**config.mk**
```make
export PLATFORM = sky130hd
export DESIGN_NAME = rot_dir_fsm
export DESIGN_NICKNAME = d
export VERILOG_FILES = /design/src/rtl/rot_dir_fsm.sv
export SDC_FILE = /design/constraint.sdc
export NUM_CORES = 1
export LEC_CHECK = 0
export ABC_AREA = 1
export BUFFER_PORTS_ARGS = -buffer_cell sky130_fd_sc_hd__clkbuf_2
export CORE_MARGIN = 1.5
export CORE_UTILIZATION = 45
export CTS_CLUSTER_DIAMETER = 120
export DETAILED_ROUTE_END_ITERATION = 8
export RECOVER_POWER = 100
export SYNTH_ARGS = -nofsm -noshare
export SYNTH_HDL_FRONTEND = slang
export SYNTH_SLANG_ARGS = --single-unit
```
**constraint.sdc**
```tcl
create_clock -name clk -period 1.7 [get_ports clk]
set_input_delay 0.425 -clock clk [delete_from_list [all_inputs] [get_ports clk]]
set_output_delay 0.425 -clock clk [all_outputs]
set_load 0.03 [all_outputs]
```
**src/rtl/rot_dir_fsm.sv**
```systemverilog
// Purpose: quadrature direction FSM; one count strobe per legal CW/CCW cycle, error on two-bit jumps (ROT_ERR_STICKY_EN makes error sticky).
// Latency: enable/up_down/error are registered, 1 cycle after the sampled quad_ctl code.
// Backpressure: none; quad_ctl is consumed every cycle and the counter must accept every enable strobe.
module rot_dir_fsm #(
  parameter int QUIET_CYCLES = 4,
  parameter bit CW_IS_UP     = 1'b1
) (
  input  logic       clk,
  input  logic       rst,
  input  logic [1:0] quad_ctl,
  output logic       enable,
  output logic       up_down,
  output logic       error
);

  localparam int              CNT_W      = $clog2(QUIET_CYCLES + 1);
  localparam logic [CNT_W-1:0] QUIET_LAST = CNT_W'(QUIET_CYCLES - 1);
  localparam logic [CNT_W-1:0] QUIET_MAX  = CNT_W'(QUIET_CYCLES);
  localparam logic [CNT_W-1:0] CNT_ONE    = CNT_W'(1);

  localparam logic [1:0] Q_00 = 2'b00;
  localparam logic [1:0] Q_01 = 2'b01;
  localparam logic [1:0] Q_10 = 2'b10;
  localparam logic [1:0] Q_11 = 2'b11;

  typedef enum logic [2:0] {
    S_IDLE = 3'd0,
    S_CW1  = 3'd1,
    S_CW2  = 3'd2,
    S_CW3  = 3'd3,
    S_CCW1 = 3'd4,
    S_CCW2 = 3'd5,
    S_CCW3 = 3'd6,
    S_ERR  = 3'd7
  } state_t;

  state_t           state;
  state_t           next_state;
  logic [CNT_W-1:0] quiet_cnt;
  logic [CNT_W-1:0] quiet_cnt_nxt;
  logic             enable_nxt;
  logic             up_down_nxt;
  logic             error_nxt;
  logic             count_cw;
  logic             count_ccw;

  // State, quiet counter and output registers; synchronous reset drops any partial rotation.
  always_ff @(posedge clk) begin
    if (rst) begin
      state     <= S_IDLE;
      quiet_cnt <= '0;
      enable    <= 1'b0;
      up_down   <= 1'b0;
      error     <= 1'b0;
    end else begin
      state     <= next_state;
      quiet_cnt <= quiet_cnt_nxt;
      enable    <= enable_nxt;
      up_down   <= up_down_nxt;
      error     <= error_nxt;
    end
  end

  // Next-state: walk the Gray sequence, allow single steps back, any two-bit jump goes to ERR.
  always_comb begin
    next_state = state;
    unique case (state)
      S_IDLE: begin
        case (quad_ctl)
          Q_01:    next_state = S_CW1;
          Q_10:    next_state = S_CCW1;
          Q_11:    next_state = S_ERR;
          default: next_state = S_IDLE;
        endcase
      end
      S_CW1: begin
        case (quad_ctl)
          Q_11:    next_state = S_CW2;
          Q_00:    next_state = S_IDLE;
          Q_10:    next_state = S_ERR;
          default: next_state = S_CW1;
        endcase
      end
      S_CW2: begin
        case (quad_ctl)
          Q_10:    next_state = S_CW3;
          Q_01:    next_state = S_CW1;
          Q_00:    next_state = S_ERR;
          default: next_state = S_CW2;
        endcase
      end
      S_CW3: begin
        case (quad_ctl)
          Q_00:    next_state = S_IDLE;
          Q_11:    next_state = S_CW2;
          Q_01:    next_state = S_ERR;
          default: next_state = S_CW3;
        endcase
      end
      S_CCW1: begin
        case (quad_ctl)
          Q_11:    next_state = S_CCW2;
          Q_00:    next_state = S_IDLE;
          Q_01:    next_state = S_ERR;
          default: next_state = S_CCW1;
        endcase
      end
      S_CCW2: begin
        case (quad_ctl)
          Q_01:    next_state = S_CCW3;
          Q_10:    next_state = S_CCW1;
          Q_00:    next_state = S_ERR;
          default: next_state = S_CCW2;
        endcase
      end
      S_CCW3: begin
        case (quad_ctl)
          Q_00:    next_state = S_IDLE;
          Q_11:    next_state = S_CCW2;
          Q_10:    next_state = S_ERR;
          default: next_state = S_CCW3;
        endcase
      end
      S_ERR: begin
        // Leave on the edge where the quiet count would reach QUIET_CYCLES.
        if (quad_ctl == Q_00 && quiet_cnt == QUIET_LAST) begin
          next_state = S_IDLE;
        end
      end
      default: next_state = S_IDLE;
    endcase
  end

  // Outputs: strobe on completion of the last quarter, direction load, error flag, quiet counting.
  always_comb begin
    count_cw      = (state == S_CW3)  && (quad_ctl == Q_00);
    count_ccw     = (state == S_CCW3) && (quad_ctl == Q_00);
    enable_nxt    = count_cw || count_ccw;
    up_down_nxt   = up_down;
    if (count_cw) begin
      up_down_nxt = CW_IS_UP;
    end else if (count_ccw) begin
      up_down_nxt = ~CW_IS_UP;
    end
`ifdef ROT_ERR_STICKY_EN
    error_nxt     = error || (next_state == S_ERR);
`else
    error_nxt     = (next_state == S_ERR);
`endif
    quiet_cnt_nxt = '0;
    if (state == S_ERR && quad_ctl == Q_00) begin
      quiet_cnt_nxt = (quiet_cnt == QUIET_MAX) ? quiet_cnt : quiet_cnt + CNT_ONE;
    end
  end

endmodule

```
==> results.py, run 1 <==
metrics = {
    "clocking": {
        "clk_latency_ns": 0.25,
        "path_clk_slew_ns": 0.06,
        "cts_tree": "built",
        "cts_setup_buffers": 0,
        "ctsHoldBuffers": 0,
        "cts_max_level": 1,
        "clock_path_buffers": 2,
        "cts_resized": 0,
        "cts_root_buf": "clkbuf_4",
        "cts_sinks": 9,
        "numCtsBuffers": 3,
    },
    "layout": {
        "syn2layout_area_growth_pct": 4.950,
        "diodes": 0,
        "design_area_um2": 795.8,
        "final_cell_count_no_fill": 131,
        "drive_gt1_frac": 0.1391,
        "final_nets": 130,
    },
    "global_route": {
        "grt_usage": 0.1695,
        "antenna_found_initial": 0,
        "grt_pass1_wl_um": 2435,
        "grt_max_degree": 15,
        "grt_overflow_total": 0,
        "grt_pass1_vias": 632,
    },
    "yosys": {
        "synth-compound-area-share": 0.06601,
        "synth.net_count": 121,
        "ys_warn_count": 0,
        "netlist.area_leader.share": 0.2376,
        "syn_area_um2": 758.2,
        "syn-instance-count": 107,
        "synthSimpleGateAreaFrac": 0.3482,
        "seq_area_frac_synth": 0.2376,
        "ys_ff_latch": 9,
        "ys_top_cells_by_area": "dfxtp_1 (24%), ha_1 (17%), inv_1 (8.9%), nand2_1 (7.9%), nor2_1 (6.9%)",
        "synth_area_leader_cell": "dfxtp_1",
        "synth-adder-area-share": 0.1650,
        "yosys.area_share.xor_xnor": 0.01155,
        "synth_top_family_by_area": "simple AND/OR/NAND/NOR gates",
        "synthMuxAreaShare": 0,
        "ys_types": 25,
        "syn_area_per_cell_um2": 7.086,
    },
    "hold_path": {
        "hp-class": "input port to flop",
    },
    "power_and_ir_drop": {
        "power_density_nw_per_um2": 1153,
        "power_mw": 0.9179,
        "ir_worst_vdd_v": 0.0007409,
        "p_leak_nw": 0.4096,
    },
    "drt": {
        "vias": 676,
        "routed_wl_um": 1438,
        "drc": 0,
        "first_pass_iters": 4,
        "vias_per_cell": 5.160,
        "drt_iter0_drc": 25,
        "ant_nets": 0,
        "wire_per_inst_um": 10.98,
    },
    "timing": {
        "worst_pin_slew_ns": 0.4945,
        "hold_viol": 0,
        "fin_worst_skew_ns": 0.001236,
        "min_period_over_period": 0.8347,
        "final_max_slew_viol_count": 0,
        "finalSetupViolCount": 0,
        "fmax_ghz": 0.7047,
        "final.setup.tns_ns": 0,
        "final.min_clock_period_ns": 1.419,
        "slew_headroom": 0.6699,
        "grt_setup_unrepaired": "false",
    },
    "die": {
        "placementRows": 14,
        "pin_count": 7,
        "die_area_um2": 1940,
        "die-height_um": 44.05,
        "initial_core_util": 0.4919,
        "die_x_um": 44.05,
        "coreArea_um2": 1541,
    },
    "worst_setup_path": {
        "critPathCapture": "state[0]",
        "startpoint_type": "flop",
        "crit_start": "state[0]",
        "r2r-start": "state[0]",
        "critPathKind": "flop to flop",
        "cp.arrival_ns": 1.57,
        "ff2ff_path_depth": 6,
        "endpoint_kind": "flop",
        "rrSetupSlack_ns": 0.28,
        "required_ns": 1.85,
        "rr_endpoint": "state[0]",
        "crit_fanout": 10,
    },
    "run_status": {
        "status": "finished clean",
    },
    "placed_design": {
        "gp_congestion": 0.8867,
        "dp_cells": 127,
        "dpl.hpwl_um": 1171,
        "portBuffers": 6,
        "place_area_um2": 774.5,
    },
    "job": {
        "maxCapViolCount": 0,
    },
}
## cells by family (layout without fill, tap and decap cells)
kind of cell | after synthesis | count (layout)
AOI/OAI and AO/OA | 9 | 9
xor gates and xnor gates | 1 | 1
adders and majority gates | 10 | 10
buffers and inverters | 25 | 33
DFF | 9 | 9
and+or+nand+nor | 53 | 53
## through the flow
step	util	hold slack, ns	setup WS, ns
2_1_floorplan	-	0.4941	0.3422
4_1_cts	0.5195	0.3681	0.3425
5_1_grt	0.5162	0.3790	0.1153
3_5_place_dp	0.5024	0.4713	0.07263
6_report	0.5162	0.3757	0.2810
3_3_place_gp	0.5024	0.4676	0.1017
## cell usage after synthesis
cell type,instances
nand2_2,1
nand2_1,16
ha_1,10
nor3_1,2
xor2_1,1
o21bai_1,1
dfxtp_1,9
a21oi_1,2
inv_4,1
and2_1,1
a211oi_1,1
inv_2,2
nand2_4,1
o21ai_0,3
nand3b_1,1
o21ai_1,2
nand4_2,1
nand4_1,3
buf_8,1
nand3_1,8
inv_1,18
nor2_1,14
nor3_2,2
nor2_2,3
buf_6,3
## cells in the final DEF, fill, tap and decap left out, drive strengths merged
cell    instances
a211oi          1
a21oi           2
and2            1
buf             2
clkbuf         10
dfxtp           9
ha             10
inv            21
nand2          18
nand3           8
nand3b          1
nand4           4
nor2           17
nor3            4
o21ai           5
o21bai          1
xor2            1
## cell type report
cell class | count | area (µm²)
fill | 169 | 745.7
inverter | 21 | 81.33
multi-input combinational | 73 | 447.9
tap | 16 | 20.02
timing repair buffer | 8 | 40.04
clock buffer | 4 | 26.28
sequential | 9 | 180.2
## critical path, cell delays in order (launching register included)
cell     delay (ns)
dfxtp_1        0.60
inv_1          0.15
nand3_1        0.14
nor2_1         0.05
nor2_1         0.12
nand4_2        0.10
and2_1         0.15
## worst min-delay path by stage
| stage | from | slack [ns] | end | cells past startpoint |
|---|---|---|---|---|
| 2_1_floorplan | rst | 0.49 | up_down | 1 |
| 3_3_place_gp | up_down | 0.47 | up_down | 2 |
| 3_5_place_dp | up_down | 0.47 | up_down | 2 |
| 4_1_cts | rst | 0.37 | up_down | 2 |
| 5_1_grt | rst | 0.38 | up_down | 2 |
| 6_report | rst | 0.38 | up_down | 2 |
## per-layer routing
metal  vias up  wire, µm  part of all wire  track usage
li1        350         -                 -            -
met1       307       625              0.43       0.1873
met2        15       733              0.51       0.3088
met3         4        57             0.040      0.06122
met4         0        22             0.015      0.03636
met5         -         0                 0            0
## power breakdown
part           switching, mW  internal [mW]  total (mW)
combinational          0.228          0.166       0.394
clock                 0.0703         0.0902       0.160
sequential             0.116          0.248       0.364
## registers in the layout, indices dropped and copies added, names as in the netlist
name       cells
quiet_cnt      3
state          3
enable         1
error          1
up_down        1
(Power assumes the default switching activity.)
==> run 2, diff against run 1 <==
clock period = 1.5 ns   (was 1.7 ns; I/O delays follow)
==> run 2 against run 1 <==
- clock skew grew 0.0027 ns
- clock power up 13%
- critical path depth is 4 higher
- setup slack worse by 0.12 ns
==> results.py, run 2 (synthesized netlist as in run 1, its figures left out) <==
metrics = {
    "placed_design": {
        "dpl.hpwl_um": 1140,
        "gp_congestion": 0.8640,
        "portBuffers": 6,
        "dp_cells": 130,
    },
    "timing": {
        "final_max_slew_viol_count": 0,
        "grt_setup_unrepaired": "false",
        "min_period_over_period": 0.8901,
        "fin_worst_skew_ns": 0.003918,
        "finalSetupViolCount": 0,
        "fmax_ghz": 0.7490,
        "hold_viol": 0,
        "worst_pin_slew_ns": 0.3769,
        "slew_headroom": 0.7498,
        "final.min_clock_period_ns": 1.335,
    },
    "die": {
        "die-height_um": 44.05,
        "pin_count": 7,
        "die_x_um": 44.05,
        "initial_core_util": 0.4919,
        "die_area_um2": 1940,
        "placementRows": 14,
        "coreArea_um2": 1541,
    },
    "layout": {
        "final_common_cell": "inv_1",
        "largestRegisters": "quiet_cnt: 3 flops, state: 3 flops",
        "final_cell_count_no_fill": 134,
        "drive_gt1_frac": 0.1695,
        "syn2layout_area_growth_pct": 7.921,
        "diodes": 0,
        "final_cell_mix": "inv_1 (18), nand2_1 (16), nor2_1 (14)",
        "final_nets": 133,
        "fillers": 163,
    },
    "worst_setup_path": {
        "endpoint_kind": "flop",
        "path_buf_inv": 4,
        "required_ns": 1.70,
        "startpoint_type": "input port",
        "crit_chain": "clkbuf_1 -> inv_1 -> ha_1 -> inv_1 -> nand3_1 -> nand2_1 -> clkinv_1 -> nand3_1 -> nand2_1 -> nor2_2",
        "slowest_stage": "ha_1",
        "cp.arrival_ns": 1.53,
        "slowest_delay_ns": 0.27,
        "crit_fanout": 5,
        "cp_top_family": "buffers and inverters",
        "critPathKind": "input port to flop",
    },
    "power_and_ir_drop": {
        "power_mw": 1.055,
        "power_density_nw_per_um2": 1290,
        "p_clk_frac": 0.172,
        "intPower_mw": 0.5859,
        "combPwrFrac": 0.555,
        "seqPwrFrac": 0.274,
        "p_leak_nw": 0.4229,
        "switching_share": 0.4449,
        "ir_worst_vdd_v": 0.001038,
        "p_switching_mw": 0.4695,
    },
    "drt": {
        "routed_wl_um": 1406,
        "drc": 0,
        "ant_nets": 0,
        "wire_per_inst_um": 10.49,
        "first_pass_iters": 4,
        "drt_iter0_drc": 10,
        "vias_per_cell": 5.060,
        "vias": 678,
    },
    "clocking": {
        "cts_root_buf": "clkbuf_4",
        "clock_path_buffers": 2,
        "cts_sinks": 9,
        "path_clk_slew_ns": 0.06,
        "cts_max_level": 1,
        "numCtsBuffers": 3,
        "cts_tree": "built",
        "clk_latency_ns": 0.25,
    },
    "global_route": {
        "grt_pass1_wl_um": 2394,
        "grt_usage": 0.1637,
        "grt_max_degree": 17,
        "antenna_found_initial": 0,
        "grt_overflow_total": 0,
        "grt_pass1_vias": 598,
    },
    "hold_path": {
        "hp-class": "input port to flop",
    },
    "run_status": {
        "status": "finished clean",
    },
    "job": {
        "maxCapViolCount": 0,
    },
}
-- run 2: cell types whose count changed in the layout (fill, tap and decap cells not counted), sizes merged --
cell    change
buf         +2
clkbuf      +1
clkinv      +1
inv         -1
-- run 2: worst paths after layout --
check,start,endpoint,slack (ns),depth (start not counted)
worst max-delay path,quad_ctl[0],error,0.16,10
worst min-delay path,rst,up_down,0.33,2
worst max register to register,quiet_cnt[0],error,0.16,9
worst min register to register,up_down,up_down,0.47,2
-- run 2: metal layers --
layer	up-vias	routed length (µm)	track usage
li1	355	-	-
met1	305	635	0.2056
met2	18	700	0.2853
met3	0	70	0.04898
met4	0	0	0.01818
met5	-	0	0
-- run 2: timing repair --
| action | in CTS | in global routing |
|---|---|---|
| buffers inserted | 0 | 0 |
| resized for setup | 0 | 1 |
| hold buffers | 0 | 0 |
| setup endpoints to repair | 0 | 1 |
| endpoints found under the hold margin | 0 | 0 |
-- run 2: worst register-to-register path, cell delays in order, from the launching register on --
cell and delay [ns]:
dfxtp_1 0.31, ha_1 0.20, ha_1 0.18, nand2_1 0.07
inv_1 0.05, nor2_1 0.15, nor2_1 0.07, nand4_2 0.09
nand2_1 0.07, nor2_2 0.07
-- run 2: power groups by stage --
stage	Clock [mW]	Sequential [mW]	Combinational, mW
floorplan	0	0.314	0.523
global placement	0	0.295	0.588
detailed placement	0	0.294	0.585
CTS	0.193	0.289	0.587
global route	0.203	0.292	0.657
finish	0.181	0.289	0.585
-- run 2: final cells by class --
type / count / area (µm²) / share of cell area
multi-input cells: 73 / 447.9 / 0.5474
flip-flops and latches: 9 / 180.2 / 0.2202
inverters: 21 / 81.33 / 0.09939
repair buffers: 11 / 62.56 / 0.07645
clock buffers: 4 / 26.28 / 0.03211
well taps: 16 / 20.02 / 0.02446
-- run 2: stage by stage --
step	utilization	hold slack (ns)	area (µm²)	setup slack [ns]	setup TNS, ns
after floorplan	-	0.4441	758.2	0.1922	0
after global placement	0.5170	0.4714	797.0	-0.04012	-0.07873
final	0.5308	0.3275	818.3	0.1649	0
after global routing	0.5308	0.3274	818.3	0.02824	0
after detailed placement	0.5170	0.4689	797.0	-0.07321	-0.2480
after CTS	0.5341	0.3157	823.3	0.1573	0
